`src/rtl/message_loader.sv`:
```
// Scrolling-message writer: debounced load/clear buttons append 4-bit codes
// to a 16-entry message memory with a length-masked combinational read port.
module message_loader_debounce #(
  parameter int DEBOUNCE_CYCLES = 16
) (
  input  logic clk,
  input  logic reset,
  input  logic btn,
  output logic press
);

  localparam int CW = $clog2(DEBOUNCE_CYCLES + 1);
  localparam logic [CW-1:0] CNT_LAST = CW'(DEBOUNCE_CYCLES - 1);

  logic          sync1;
  logic          sync2;
  logic          level;
  logic          level_q;
  logic [CW-1:0] cnt;

  always_ff @(posedge clk or posedge reset) begin
    if (reset) begin
      sync1 <= 1'b0;
      sync2 <= 1'b0;
    end else begin
      sync1 <= btn;
      sync2 <= sync1;
    end
  end

  // Level is only accepted after a full run of differing synced samples.
  always_ff @(posedge clk or posedge reset) begin
    if (reset) begin
      cnt   <= '0;
      level <= 1'b0;
    end else if (sync2 == level) begin
      cnt <= '0;
    end else if (cnt == CNT_LAST) begin
      cnt   <= '0;
      level <= sync2;
    end else begin
      cnt <= cnt + 1'b1;
    end
  end

  always_ff @(posedge clk or posedge reset) begin
    if (reset) begin
      level_q <= 1'b0;
      press   <= 1'b0;
    end else begin
      level_q <= level;
      press   <= level & ~level_q;
    end
  end

endmodule

module message_loader #(
  parameter int         DEBOUNCE_CYCLES = 16,
  parameter logic [3:0] FILL_CHAR       = 4'b1101,
  parameter int         MAX_LEN         = 16
) (
  input  logic       clk,
  input  logic       reset,
  input  logic [3:0] sw_char,
  input  logic       load_btn,
  input  logic       clear_btn,
  input  logic [3:0] rd_addr,
  output logic [3:0] rd_char,
  output logic [4:0] msg_len,
  output logic       empty,
  output logic       full,
  output logic       overflow,
  output logic       wr_ack
);

  localparam logic [1:0] ST_EMPTY   = 2'd0;
  localparam logic [1:0] ST_PARTIAL = 2'd1;
  localparam logic [1:0] ST_FULL    = 2'd2;

  localparam logic [4:0] LEN_LAST = 5'(MAX_LEN - 1);

  logic [1:0] state;
  logic [3:0] wr_ptr;
  logic [3:0] mem [MAX_LEN];
  logic       load_press;
  logic       clear_press;
  logic       wr_en;

  message_loader_debounce #(
    .DEBOUNCE_CYCLES(DEBOUNCE_CYCLES)
  ) u_load_db (
    .clk  (clk),
    .reset(reset),
    .btn  (load_btn),
    .press(load_press)
  );

  message_loader_debounce #(
    .DEBOUNCE_CYCLES(DEBOUNCE_CYCLES)
  ) u_clear_db (
    .clk  (clk),
    .reset(reset),
    .btn  (clear_btn),
    .press(clear_press)
  );

  // Clear has priority; a load while full only flags overflow.
  assign wr_en = load_press & ~clear_press & (state != ST_FULL);

  always_ff @(posedge clk) begin
    if (wr_en) begin
      mem[wr_ptr] <= sw_char;
    end
  end

  always_ff @(posedge clk or posedge reset) begin
    if (reset) begin
      state    <= ST_EMPTY;
      msg_len  <= 5'd0;
      wr_ptr   <= 4'd0;
      overflow <= 1'b0;
      wr_ack   <= 1'b0;
    end else begin
      wr_ack <= 1'b0;
      if (clear_press) begin
        state    <= ST_EMPTY;
        msg_len  <= 5'd0;
        wr_ptr   <= 4'd0;
        overflow <= 1'b0;
      end else if (load_press) begin
        if (state == ST_FULL) begin
          overflow <= 1'b1;
        end else begin
          wr_ptr  <= wr_ptr + 4'd1;
          msg_len <= msg_len + 5'd1;
          wr_ack  <= 1'b1;
          state   <= (msg_len == LEN_LAST) ? ST_FULL : ST_PARTIAL;
        end
      end
    end
  end

  assign empty = (state == ST_EMPTY);
  assign full  = (state == ST_FULL);

  assign rd_char = ({1'b0, rd_addr} < msg_len) ? mem[rd_addr] : FILL_CHAR;

endmodule
```
`config.mk`:
```
export PLATFORM = sky130hd
export DESIGN_NAME = message_loader
export DESIGN_NICKNAME = d
export VERILOG_FILES = /design/src/rtl/message_loader.sv
export SDC_FILE = /design/constraint.sdc
export NUM_CORES = 1
export LEC_CHECK = 0
export ABC_AREA = 1
export CORE_ASPECT_RATIO = 0.7
export CORE_MARGIN = 4
export CORE_UTILIZATION = 55
export CTS_CLUSTER_DIAMETER = 150
export DETAILED_ROUTE_END_ITERATION = 6
export PLACE_DENSITY = 0.77
export SLEW_MARGIN = 25
export SYNTH_ARGS = -nofsm -noshare
export SYNTH_HDL_FRONTEND = slang
export SYNTH_HIERARCHICAL = 1
export SYNTH_SLANG_ARGS = --single-unit
```
`constraint.sdc`:
```
create_clock -name clk -period 2.25 [get_ports clk]
set_clock_uncertainty 0.15 [all_clocks]
set_input_delay 0.5625 -clock clk [delete_from_list [all_inputs] [get_ports clk]]
set_output_delay 0.5625 -clock clk [all_outputs]
set_load 0.01 [all_outputs]
```
==> results.md <==
- Number of antenna violations at the first check in global routing: 0
- Estimated wirelength of the detail-placed design: 6.15 mm
- Multi-input logic area: 1280 um^2
- Syn Nets: 436
- Initial DRT Pass Iterations: 5
- Ordered list of cells on the worst path: clkdlybuf4s15_1 > ha_4 > nand2_2 > inv_2 > o21ai_2 > nand3_2 > inv_2 > nand3_2 > buf_6
- Setup TNS: -0.797 ns
- Number of global-route vias before repair: 2,950
- WL per Instance: 16.3 um
- Worst path depth: 9
- Unrepaired setup endpoints after global routing: true
- DIE HEIGHT: 81.1 um
- Critical path type: primary input to primary output
- Fillers: 560
- Slew @ Worst Pin: 0.573 ns
- Post-layout minimum cycle time: 2.47 ns
- Max-slew headroom: 0.617
- Global placer's final weighted congestion: 0.847
- Worst hold margin: 0.197 ns
- # rows: 26
- Initial core utilization: 0.571
- Required arrival time at the worst endpoint: 1.54 ns
- Maximum Capacitance Violations: 0
- Most common cell after layout, fill and taps aside: nand2_1
- Fmax achieved: 405 MHz
- Total of hold buffers inserted after clock tree synthesis: 0
- Share of Yosys cell area claimed by the top area cell type: 0.458
- Number of standard cells after synthesis: 413
- CTS max path bufs: 2
- Hold path depth: 0
- Total die area: 9120 um^2
- DR vias: 3,029
- Leakage component of the power: 0.00214 uW
- Cell taking the most area after synthesis: edfxtp_1
- Number of warnings printed during yosys synthesis: 6
- Final Routed Wirelength: 9.20 mm
- Number of diodes: 0
- Clock sink count: 97
- Clock latency of the later-clocked register in the worst-skew pair: 0.38 ns
- Mean instance size in the synthesized netlist: 10.2 um^2
- Placed Area: 4680 um^2
- Outcome: complete, but fails checks
- Arrival time reported for the critical path endpoint: 1.76 ns
- Worst Reg-to-Reg Cells: 5
- Post-detailed-route DRC marker count: 0
- Number of register bits inferred by synthesis: 97
- GR Util All Layers: 0.216
- Width of the chip: 112 um
- Final design area excluding fillers: 5020 um^2
- Critical path endpoint category: primary output
- Final-report setup violation count: 4
- Worst setup SP type: primary input
- Crit Path Max Fanout: 3
- Netlist area before placement: 4200 um^2
- Total count of max-transition violations in the final report: 0
- Clock transition at path regs: 0.09 ns
- Final Hold Violating Endpoints: 0
- Layout net count: 483
- Worst path bufs/invs: 4
- Final core utilization: 0.682
- Remaining Overflow, GRT: 0
- Number of I/O pins: 25
- Sequential area share after synthesis: 0.654
- Maximum number of pins on one net before global-route repair: 26
- Failing checks: negative setup slack
- Slowest stage cell, crit path: ha_4
- Signed area change from the synthesized netlist to the final layout: 19.5%
- Input/output buffers: 24
- Fraction of the cycle the final worst path needs: 1.10
- Area used by sequential logic in the layout: 2750 um^2
- Most frequent cells in the layout: 103 x nand2_1, 64 x edfxtp_1, 47 x inv_1
- Fraction of layout cells with a size suffix above 1: 0.144
- H-tree levels: 3
- Cell Pwr Density: 679 nW/um^2
- Antenna-violating nets left: 0
- Maximum vdd ir drop: 521 uV
- Top cell family by delay on the critical path: buffers and inverters
- CTS tree: yes
- PnR worst setup slack: -0.218 ns
- Delay contributed by the slowest stage of the critical path: 0.28 ns
- Synth top area cells: edfxtp_1 46%, dfrtp_1 20%, nand2_1 9.3%, nand3_1 6.1%, inv_1 4.7%
- Starting DRT DRC Count: 318
- Global-route wire length before repair: 14.8 mm
- Netlist cell types: 22
- Average vias per placed instance: 5.38
- Core footprint: 7350 um^2
- Number of clock buffers inserted by TritonCTS: 9
- Tightest Hold Check Type: register to register
- Buffer type at the clock tree root: clkbuf_8
[layout make-up]
cell class              instances  share of cell area
well taps                      98              0.0244
flip-flops and latches         97               0.548
clock inverters                 7              0.0182
multi-input cells             252               0.254
inverters                      54              0.0412
clock buffers                   9              0.0247
repair buffers                 46              0.0893
[synth_stat cells, drive strengths merged]
library cell	count
nand2	104
edfxtp	64
or2	9
buf	8
clkbuf	2
nor2	45
inv	54
nand3	51
ha	11
a21oi	4
xnor2	3
dfrtp	33
nand4	9
o22ai	2
o21ai	12
o211ai	2
[cells by family after synthesis]
kind of cell	Yosys count	share of synthesized area
xor gates and xnor gates	3	0.00626
adders and majority gates	11	0.0328
DFF	97	0.654
and+or+nand+nor	218	0.221
buffers and inverters	64	0.0593
AOI/OAI and AO/OA	20	0.0265
[flip-flops by register name (all words and copies together) (netlist names)]
signal / flops
u_load_db/cnt: 5
u_clear_db/press: 1
u_load_db/press: 1
state: 2
u_load_db/sync1: 1
u_clear_db/cnt: 5
u_clear_db/sync1: 1
u_clear_db/sync2: 1
mem: 64
u_clear_db/level: 1
u_clear_db/level_q: 1
u_load_db/level: 1
wr_ack: 1
u_load_db/sync2: 1
overflow: 1
u_load_db/level_q: 1
wr_ptr: 4
msg_len: 5
[repair_timing]
action / CTS / global route
setup endpoints to repair: 5 / 4
setup buffers: 2 / 0
pin swaps: 8 / 7
gates cloned: 1 / 0
gates resized for setup: 43 / 11
[per-stage QoR]
stage	std cells	total power [uW]	setup WS, ns
5_1_grt	563	3530	-0.280
2_1_floorplan	413	2080	0.171
3_5_place_dp	544	2190	-1.00
4_1_cts	563	3420	-0.228
6_report	563	3410	-0.218
3_3_place_gp	544	2180	-0.983
[routing by layer]
metal,global-route usage,vias to the layer above,part of all wire
met3,0.0573,26,0.079
li1,-,1448,-
met5,0,-,0
met4,0.0840,0,0.022
met2,0.341,140,0.46
met1,0.291,1415,0.44
[worst paths after layout]
check | startpoint | to | slack [ns]
worst min register to register | u_load_db/sync1 | u_load_db/sync2 | 0.20
worst max-delay path | rd_addr[2] | rd_char[3] | -0.22
worst max register to register | state[1] | mem[3][2] | 0.42
min in group asynchronous | reset | u_clear_db/press | 0.38
max in group asynchronous | reset | wr_ptr[3] | 1.16
worst min-delay path | u_load_db/sync1 | u_load_db/sync2 | 0.20
[power by group]
part,leakage [uW],switching [uW],total [uW],internal (uW)
clock,0.000111,607,1230,626
sequential,0.00102,12.9,1930,1920
combinational,0.00100,145,244,99.0
(Power assumes the default switching activity.)
